## config.mk

```make
export PLATFORM = sky130hd
export DESIGN_NAME = timer_regif
export DESIGN_NICKNAME = d
export VERILOG_FILES = /design/src/rtl/timer_regif.sv
export SDC_FILE = /design/constraint.sdc
export NUM_CORES = 1
export LEC_CHECK = 0
export CAP_MARGIN = 20
export CELL_PAD_IN_SITES_DETAIL_PLACEMENT = 1
export CELL_PAD_IN_SITES_GLOBAL_PLACEMENT = 1
export CORE_UTILIZATION = 33
export DETAILED_ROUTE_END_ITERATION = 16
export PLACE_DENSITY_LB_ADDON = 0.1
export SYNTH_ARGS = -nofsm -noshare
export SYNTH_HDL_FRONTEND = slang
export SYNTH_SLANG_ARGS = --single-unit
```

## constraint.sdc

```tcl
create_clock -name clk -period 3 [get_ports clk]
set_clock_uncertainty 0.2 [all_clocks]
set_input_delay 0.45 -clock clk [delete_from_list [all_inputs] [get_ports clk]]
set_output_delay 0.45 -clock clk [all_outputs]
set_load 0.05 [all_outputs]
```

## src/rtl/timer_regif.sv

```systemverilog
// rtl/timer_regif.sv - APB-style register interface for an 8-bit up/down timer
module timer_regif (
  input  logic       clk,
  input  logic       rst,
  input  logic       psel,
  input  logic       penable,
  input  logic       pwrite,
  input  logic [7:0] paddr,
  input  logic [7:0] pwdata,
  output logic [7:0] prdata,
  output logic       pready,
  output logic       pslverr,
  output logic [7:0] start_counter,
  output logic       load,
  output logic       up_down,
  output logic       enable,
  output logic [1:0] cks,
  output logic       clr_overflow,
  output logic       clr_underflow,
  input  logic       overflow,
  input  logic       underflow,
  output logic       irq
);

  localparam logic [1:0] IDLE   = 2'd0;
  localparam logic [1:0] SETUP  = 2'd1;
  localparam logic [1:0] ACCESS = 2'd2;

  // state holds last cycle's bus phase; phase is the phase of the current cycle
  logic [1:0] state;
  logic [1:0] phase;
  logic [7:0] tdr;
  logic       ud_q;
  logic       en_q;
  logic [1:0] cks_q;
  logic [1:0] tier;
  logic       load_q;
  logic       clr_ov_q;
  logic       clr_un_q;
  logic       irq_q;
  logic       in_access;
  logic       addr_ok;
  logic       commit;
  logic [7:0] rd_mux;

  always_comb begin
    phase = IDLE;
    case (state)
      IDLE:    if (psel && !penable) phase = SETUP;
      SETUP:   if (psel && penable) phase = ACCESS;
               else if (psel) phase = SETUP;
      ACCESS:  if (psel && !penable) phase = SETUP;
      default: phase = IDLE;
    endcase
  end

  assign in_access = !rst && (phase == ACCESS);
  assign addr_ok   = (paddr <= 8'h03);
  assign commit    = in_access && pwrite && addr_ok;

  always_ff @(posedge clk) begin
    if (rst) begin
      state    <= IDLE;
      tdr      <= 8'h00;
      ud_q     <= 1'b0;
      en_q     <= 1'b0;
      cks_q    <= 2'b00;
      tier     <= 2'b00;
      load_q   <= 1'b0;
      clr_ov_q <= 1'b0;
      clr_un_q <= 1'b0;
      irq_q    <= 1'b0;
    end else begin
      state    <= phase;
      load_q   <= commit && (paddr[1:0] == 2'd1) && pwdata[7];
      clr_ov_q <= commit && (paddr[1:0] == 2'd2) && pwdata[0];
      clr_un_q <= commit && (paddr[1:0] == 2'd2) && pwdata[1];
      irq_q    <= (overflow && tier[0]) || (underflow && tier[1]);
      if (commit) begin
        case (paddr[1:0])
          2'd0: tdr <= pwdata;
          2'd1: begin
            ud_q  <= pwdata[5];
            en_q  <= pwdata[4];
            cks_q <= pwdata[1:0];
          end
          2'd3: tier <= pwdata[1:0];
          default: ;
        endcase
      end
    end
  end

  always_comb begin
    rd_mux = 8'h00;
    case (paddr[1:0])
      2'd0: rd_mux = tdr;
      2'd1: rd_mux = {2'b00, ud_q, en_q, 2'b00, cks_q};
      2'd2: rd_mux = {6'b000000, underflow, overflow};
      2'd3: rd_mux = {6'b000000, tier};
      default: rd_mux = 8'h00;
    endcase
  end

  // Pulses already scheduled are masked while reset is held
  assign load          = load_q && !rst;
  assign clr_overflow  = clr_ov_q && !rst;
  assign clr_underflow = clr_un_q && !rst;
  assign start_counter = tdr;
  assign up_down       = ud_q;
  assign enable        = en_q;
  assign cks           = cks_q;
  assign irq           = irq_q;
  assign pready        = in_access;
  assign pslverr       = (in_access && !addr_ok) ||
                         (!rst && psel && penable && (phase != ACCESS));
  assign prdata        = (in_access && !pwrite && addr_ok) ? rd_mux : 8'h00;

endmodule

```

==> summary.txt, run 1 <==
Outcome
  – Outcome: complete, no violations

Cells and area
  – Count of inserted antenna diode cells: 0
  – Layout cell share with drive strength beyond 1: 21.5%
  – Layout-stage area growth over the synthesis result: 65.1%
  – Final cell utilization of the core: 58.9%
  – Final Net Count: 187

Detailed routing
  – Number of search-and-repair iterations in the first detailed-routing pass: 4
  – Routed wire length: 3170 um
  – Per-cell routed wire length: 15.3 um
  – First DRT Iteration DRCs: 49
  – Average vias per placed instance: 4.89
  – # DRC: 0
  – Antenna-violating nets left: 0
  – Vias: 1013

Worst setup path
  – Kind of start point of the critical path: primary input
  – Crit path DAT: 2.17 ns
  – Crit-path cells: clkdlybuf4s50_1, and3b_1, nand4_4, nor4b_2, buf_12
  – Capturing point of the worst reg2reg path: cks[1]$_SDFFE_PP0P_
  – Origin of the critical flop-to-flop path: state[1]$_SDFF_PP0_
  – Flop2flop setup slack: 1.54 ns
  – Critical path endpoint category: primary output
  – End of the critical path: prdata[6]
  – Worst endpoint required time: 2.35 ns
  – Longest individual stage delay on the worst path: 0.50 ns
  – Logic depth of the worst register-to-register path: 3
  – Crit-path slowest cell: clkdlybuf4s50_1
  – Critical path start-end classification: in2out
  – Crit-path max FO: 10
  – Setup crit start: penable

Die
  – Die outline width: 60.2 um
  – Boundary Pins: 49
  – Core box area: 0.00313 mm^2
  – Initial Utilization: 35.7%
  – Row count: 20
  – Die height: 60.2 um
  – Die footprint: 0.00362 mm^2

Pwr
  – Final Total Pwr: 0.000517 W
  – Worst vdd rail ir drop: 0.000142 V
  – Power density of the placed cells: 280 mW/mm^2
  – Leakage power: 0.691 nW

Clock tree
  – Maximum count of clock buffers along a single path: 2
  – Quantity of hold-fixing buffers added after cts: 0
  – Clk pin slew, worst setup/hold paths: 0.12 ns
  – Number of buffers added by the clock tree synthesis step: 3
  – Clock latency on the worst-skew pair: 0.32 ns
  – Root Buffer Master: clkbuf_4
  – Num Clock Sinks: 20
  – Buffers inserted by post-CTS timing repair: 0
  – Number of H-tree levels: 1
  – CTS tree: done
  – Number of gates given a new drive strength after cts: 0

Synth
  – Leading cell type by number of instances after synthesis: nand2b_1
  – Area contributors post-synth: dfxtp_1 (36%), mux2i_1 (14%), nand2b_1 (12%), nor4b_2 (5.4%), mux4_2 (4.0%)
  – Distinct cell type count after synthesis: 30
  – Compound-cell area share of the yosys netlist: 1.46%
  – Cell type with the largest total area after synthesis: dfxtp_1
  – Commonest register cell after synthesis: dfxtp_1
  – Average cell area after synthesis: 10.1 um^2
  – Proportion of netlist area held by the largest area contributor: 35.9%
  – Syn. warnings: 0
  – Post-Synth XOR/XNOR Area: 0%
  – Adder-Cell Fraction of Synth Area: 0%
  – Count of flip-flops with a built-in enable after synthesis: 0
  – Post-synthesis instance area: 0.00112 mm^2
  – Sequential fraction of the synthesis area: 35.9%
  – Fraction of synthesized area in multiplexers: 18.4%
  – Register bit count reported by yosys: 20
  – Synth async-reset ratio: 0%
  – Main combinational cell family by area after synthesis: simple AND/OR/NAND/NOR gates
  – Post-Syn Nets: 133
  – Most common library cells after synthesis: nand2b_1 (22), dfxtp_1 (20), mux2i_1 (16)
  – Post-synthesis cell count: 110
  – Simple-gate share of the synthesized area: 39.5%

Placement
  – Detailed placer's ending HPWL: 2430 um
  – Final weighted congestion of routability-driven global placement: 0.800
  – Placement Setup Slack: 0.174 ns
  – Count of buffers inserted at the top-level ports: 48

Flow run
  – Count of max-cap constraint violations: 0

GRT
  – Pin count of the biggest net entering global routing: 30
  – Number of antenna violations at the first check in global routing: 0
  – Global-route wire length before repair: 5220 um
  – Global routing usage summed across all routing layers: 19.8%
  – Number of global-route vias before repair: 1112
  – Gr ovfl total: 0

STA
  – Worst hold margin: 0.300 ns
  – Worst slew pin tran: 0.498 ns
  – Maximum clock frequency: 0.354 GHz
  – Finish-stage setup viols: 0
  – Setup repair after global routing missed its margin: no
  – Worst rel slew slack: 66.7%
  – Number of pins exceeding their max-slew limit in the final report: 0
  – Final critical-path share of the clock period: 94.1%
  – Count of final hold-check violations: 0
  – Post-route worst setup slack: 0.178 ns
  – Final period demand of the worst path: 2.82 ns

Hold path
  – Worst Hold Class: reg2reg
-- critical path: cells and delay by family --
kind,cells,cell delay [ns]
buf+inv,2,0.69
simple gates,3,1.03
-- worst min path at each step --
stage	startpoint	endpoint	slack, ns	cells after the start
final	start_counter[3]$_SDFFE_PP0P_	start_counter[3]$_SDFFE_PP0P_	0.30	2
after global routing	start_counter[4]$_SDFFE_PP0P_	start_counter[4]$_SDFFE_PP0P_	0.33	2
after CTS	start_counter[3]$_SDFFE_PP0P_	start_counter[3]$_SDFFE_PP0P_	0.31	2
after detailed placement	start_counter[3]$_SDFFE_PP0P_	start_counter[3]$_SDFFE_PP0P_	0.29	2
after global placement	start_counter[3]$_SDFFE_PP0P_	start_counter[3]$_SDFFE_PP0P_	0.27	2
after floorplan	state[0]$_SDFF_PP0_	state[0]$_SDFF_PP0_	0.25	1
-- registers in the layout, summed over array words and instances, names as in the netlist, 2 cells and up --
register,cells
state,2
tier,2
start_counter,8
cks,2
-- metrics by stage --
| stage | instances | TNS (ns) | cell area, um^2 |
|---|---|---|---|
| global placement | 203 | 0 | 1810 |
| detailed placement | 203 | 0 | 1810 |
| floorplan | 110 | -0.539 | 1120 |
| global route | 207 | 0 | 1840 |
| finish | 207 | 0 | 1840 |
| CTS | 207 | 0 | 1840 |
-- area by class of cell --
type	count	area, um^2
clock buffer	4	36.3
fill	330	1280
inverter	3	11.3
multi-input combinational	79	662
sequential	20	400
tap	44	55.1
timing repair buffer	57	678
-- cells in the final DEF (no fill, tap or decap), drive strengths merged, types with 2 or more instances in the layout --
cell	n
clkdlybuf4s50	35
mux4	2
nor2	3
nor3b	3
and2	3
buf	22
dfxtp	20
nand4	4
and3b	2
mux2i	16
inv	3
clkbuf	4
nor4bb	2
nand3	2
nand2b	22
nor4b	5
nor2b	3
nor3	3
nor4	3
-- power by group --
part	internal [W]	total [W]	switching, W
logic	0.0000449	0.0000785	0.0000335
registers	0.000266	0.000267	0.000000625
clock network	0.0000743	0.000171	0.0000970
total	0.000385	0.000517	0.000131
-- layer usage --
| layer | GRT usage [%] | routed length (um) | vias to the layer above |
|---|---|---|---|
| met2 | 33.1 | 1580 | 34 |
| met4 | 7.97 | 51 | 0 |
| met5 | 0 | 0 | - |
| met3 | 2.60 | 133 | 5 |
| li1 | - | - | 495 |
| met1 | 25.4 | 1400 | 479 |
-- cells by family after synthesis --
kind of cell,after synthesis
buf+inv,11
flops,20
mux,18
simple gates,59
compound gates,2
Note: power is estimated with default switching activity, not from simulation.
==> run 2: changes to the inputs <==
--- a/config.mk
+++ b/config.mk
@@ -8,8 +8,10 @@
 export CAP_MARGIN = 20
 export CELL_PAD_IN_SITES_DETAIL_PLACEMENT = 1
 export CELL_PAD_IN_SITES_GLOBAL_PLACEMENT = 1
+export CORE_MARGIN = 2
 export CORE_UTILIZATION = 33
 export DETAILED_ROUTE_END_ITERATION = 16
+export HOLD_SLACK_MARGIN = 0.1
 export PLACE_DENSITY_LB_ADDON = 0.1
 export SYNTH_ARGS = -nofsm -noshare
 export SYNTH_HDL_FRONTEND = slang
==> summary.txt, run 2 (same netlist as run 1, synthesis figures left out) <==
Worst setup path
  – Longest individual stage delay on the worst path: 0.51 ns (was 0.50 ns)
  – Crit-path slowest cell: clkdlybuf4s50_1 (unchanged)
  – Crit path DAT: 2.18 ns (was 2.17 ns)
  – Critical path endpoint category: primary output (unchanged)
  – Critical path start-end classification: in2out (unchanged)
  – Crit-path cells: clkdlybuf4s50_1, and3b_1, nand4_4, nor4b_2, buf_12 (unchanged)
  – Worst endpoint required time: 2.35 ns (about the same)
  – Kind of start point of the critical path: primary input (unchanged)
  – Crit-path max FO: 10 (unchanged)

Clock tree
  – Maximum count of clock buffers along a single path: 2 (unchanged)
  – Clk pin slew, worst setup/hold paths: 0.13 ns (was 0.12 ns)
  – Num Clock Sinks: 20 (unchanged)
  – CTS tree: done (unchanged)
  – Buffers inserted by post-CTS timing repair: 0 (unchanged)
  – Number of gates given a new drive strength after cts: 0 (unchanged)
  – Number of buffers added by the clock tree synthesis step: 3 (unchanged)
  – Number of H-tree levels: 1 (unchanged)
  – Clock latency on the worst-skew pair: 0.32 ns (about the same)
  – Quantity of hold-fixing buffers added after cts: 0 (unchanged)
  – Root Buffer Master: clkbuf_4 (unchanged)

Cells and area
  – Count of inserted antenna diode cells: 0 (unchanged)
  – Layout-stage area growth over the synthesis result: 66.8% (was 65.1%)
  – Most common cell after layout, fill and taps aside: clkdlybuf4s50_1 (unchanged)
  – Final cell count without fillers: 209 (was 207)
  – Number of flip-flops in the largest register: 8 (unchanged)
  – Commonest non-fill, non-tap cells in the layout: clkdlybuf4s50_1 (35), nand2b_1 (22), dfxtp_1 (20), mux2i_1 (16), buf_12 (13) (unchanged)
  – Layout cell share with drive strength beyond 1: 21.5% (unchanged)
  – Final Net Count: 187 (unchanged)

Outcome
  – Outcome: complete, no violations (unchanged)

Detailed routing
  – Met3 wirelength from detailed routing: 165 um (was 133 um)
  – Vias: 1022 (was 1013)
  – Highest routing layer actually used: met4 (unchanged)
  – Number of search-and-repair iterations in the first detailed-routing pass: 4 (unchanged)
  – # DRC: 0 (unchanged)
  – Routed met2 length: 1630 um (was 1580 um)
  – Average vias per placed instance: 4.89 (about the same)
  – First DRT Iteration DRCs: 33 (was 49)
  – Routed wire length: 3210 um (was 3170 um)
  – Per-cell routed wire length: 15.4 um (was 15.3 um)
  – Post-route met1 wirelength: 1360 um (was 1400 um)
  – Antenna-violating nets left: 0 (unchanged)

GRT
  – Pin count of the biggest net entering global routing: 30 (unchanged)
  – Global-route wire length before repair: 5550 um (was 5220 um)
  – Global routing usage summed across all routing layers: 17.9% (was 19.8%)
  – Number of global-route vias before repair: 1173 (was 1112)
  – Number of antenna violations at the first check in global routing: 0 (unchanged)
  – Gr ovfl total: 0 (unchanged)

STA
  – Setup repair after global routing missed its margin: no (unchanged)
  – Worst rel slew slack: 66.2% (was 66.7%)
  – Final critical-path share of the clock period: 94.3% (was 94.1%)
  – Number of pins exceeding their max-slew limit in the final report: 0 (unchanged)
  – Count of final hold-check violations: 0 (unchanged)
  – Worst slew pin tran: 0.506 ns (was 0.498 ns)
  – Finish-stage setup viols: 0 (unchanged)
  – Total negative slack: 0 ns (unchanged)
  – Final period demand of the worst path: 2.83 ns (was 2.82 ns)
  – Maximum clock frequency: 0.353 GHz (was 0.354 GHz)

Pwr
  – Worst vdd rail ir drop: 0.000181 V (was 0.000142 V)
  – Power density of the placed cells: 309 mW/mm^2 (was 280 mW/mm^2)
  – Leakage power: 0.698 nW (was 0.691 nW)
  – Final Total Pwr: 0.000575 W (was 0.000517 W)

Placement
  – Final weighted congestion of routability-driven global placement: 0.742 (was 0.800)
  – Count of buffers inserted at the top-level ports: 48 (unchanged)
  – Detailed placer's ending HPWL: 2470 um (was 2430 um)
  – Dpl cells: 205 (was 203)

Die
  – Boundary Pins: 49 (unchanged)
  – Core box area: 0.00328 mm^2 (was 0.00313 mm^2)
  – Row count: 21 (was 20)
  – Initial Utilization: 34.0% (was 35.7%)
  – Die outline width: 62.2 um (was 60.2 um)
  – Die height: 62.2 um (was 60.2 um)
  – Die footprint: 0.00386 mm^2 (was 0.00362 mm^2)

Hold path
  – Worst Hold Class: reg2reg (unchanged)

Flow run
  – Count of max-cap constraint violations: 0 (unchanged)
[run 2: routing by layer]
layer	up-vias	GRT usage, %
li1	493	-
met1	492	20.9
met2	31	32.2
met3	6	3.08
met4	0	7.50
met5	-	0
[run 2: critical path, delay by kind of cell]
kind	cells	cell delay, ns
buffers and inverters	2	0.70
AND/OR/NAND/NOR	3	1.02
[run 2: layout make-up]
cell class / instances / area (um^2)
timing repair buffer: 57 / 678
sequential: 20 / 400
fill: 366 / 1420
clock inverter: 1 / 30.0
multi-input combinational: 79 / 662
clock buffer: 3 / 22.5
tap: 46 / 57.6
inverter: 3 / 11.3
[run 2: power by group]
group | internal [W] | total [W] | leakage (nW) | switching (W)
Clock | 0.000135 | 0.000230 | 0.0279 | 0.0000944
Sequential | 0.000266 | 0.000267 | 0.161 | 0.000000563
Combinational | 0.0000450 | 0.0000787 | 0.509 | 0.0000338
[run 2: worst paths after layout]
path | slack (ns) | to | cells past startpoint | startpoint
min | 0.30 | start_counter[3]$_SDFFE_PP0P_ | 2 | start_counter[3]$_SDFFE_PP0P_
max | 0.17 | prdata[6] | 5 | penable
min reg2reg | 0.30 | start_counter[3]$_SDFFE_PP0P_ | 2 | start_counter[3]$_SDFFE_PP0P_
max reg2reg | 1.55 | cks[0]$_SDFFE_PP0P_ | 3 | state[1]$_SDFF_PP0_
[run 2: through the flow]
stage | setup WS, ns | utilization (%) | hold WS, ns | area (um^2)
after floorplan | -0.270 | - | 0.250 | 1120
after global placement | 0.215 | 55.1 | 0.272 | 1810
after detailed placement | 0.172 | 55.1 | 0.284 | 1810
after CTS | 0.160 | 56.7 | 0.304 | 1860
after global routing | 0.0324 | 56.7 | 0.329 | 1860
final | 0.170 | 56.7 | 0.301 | 1860
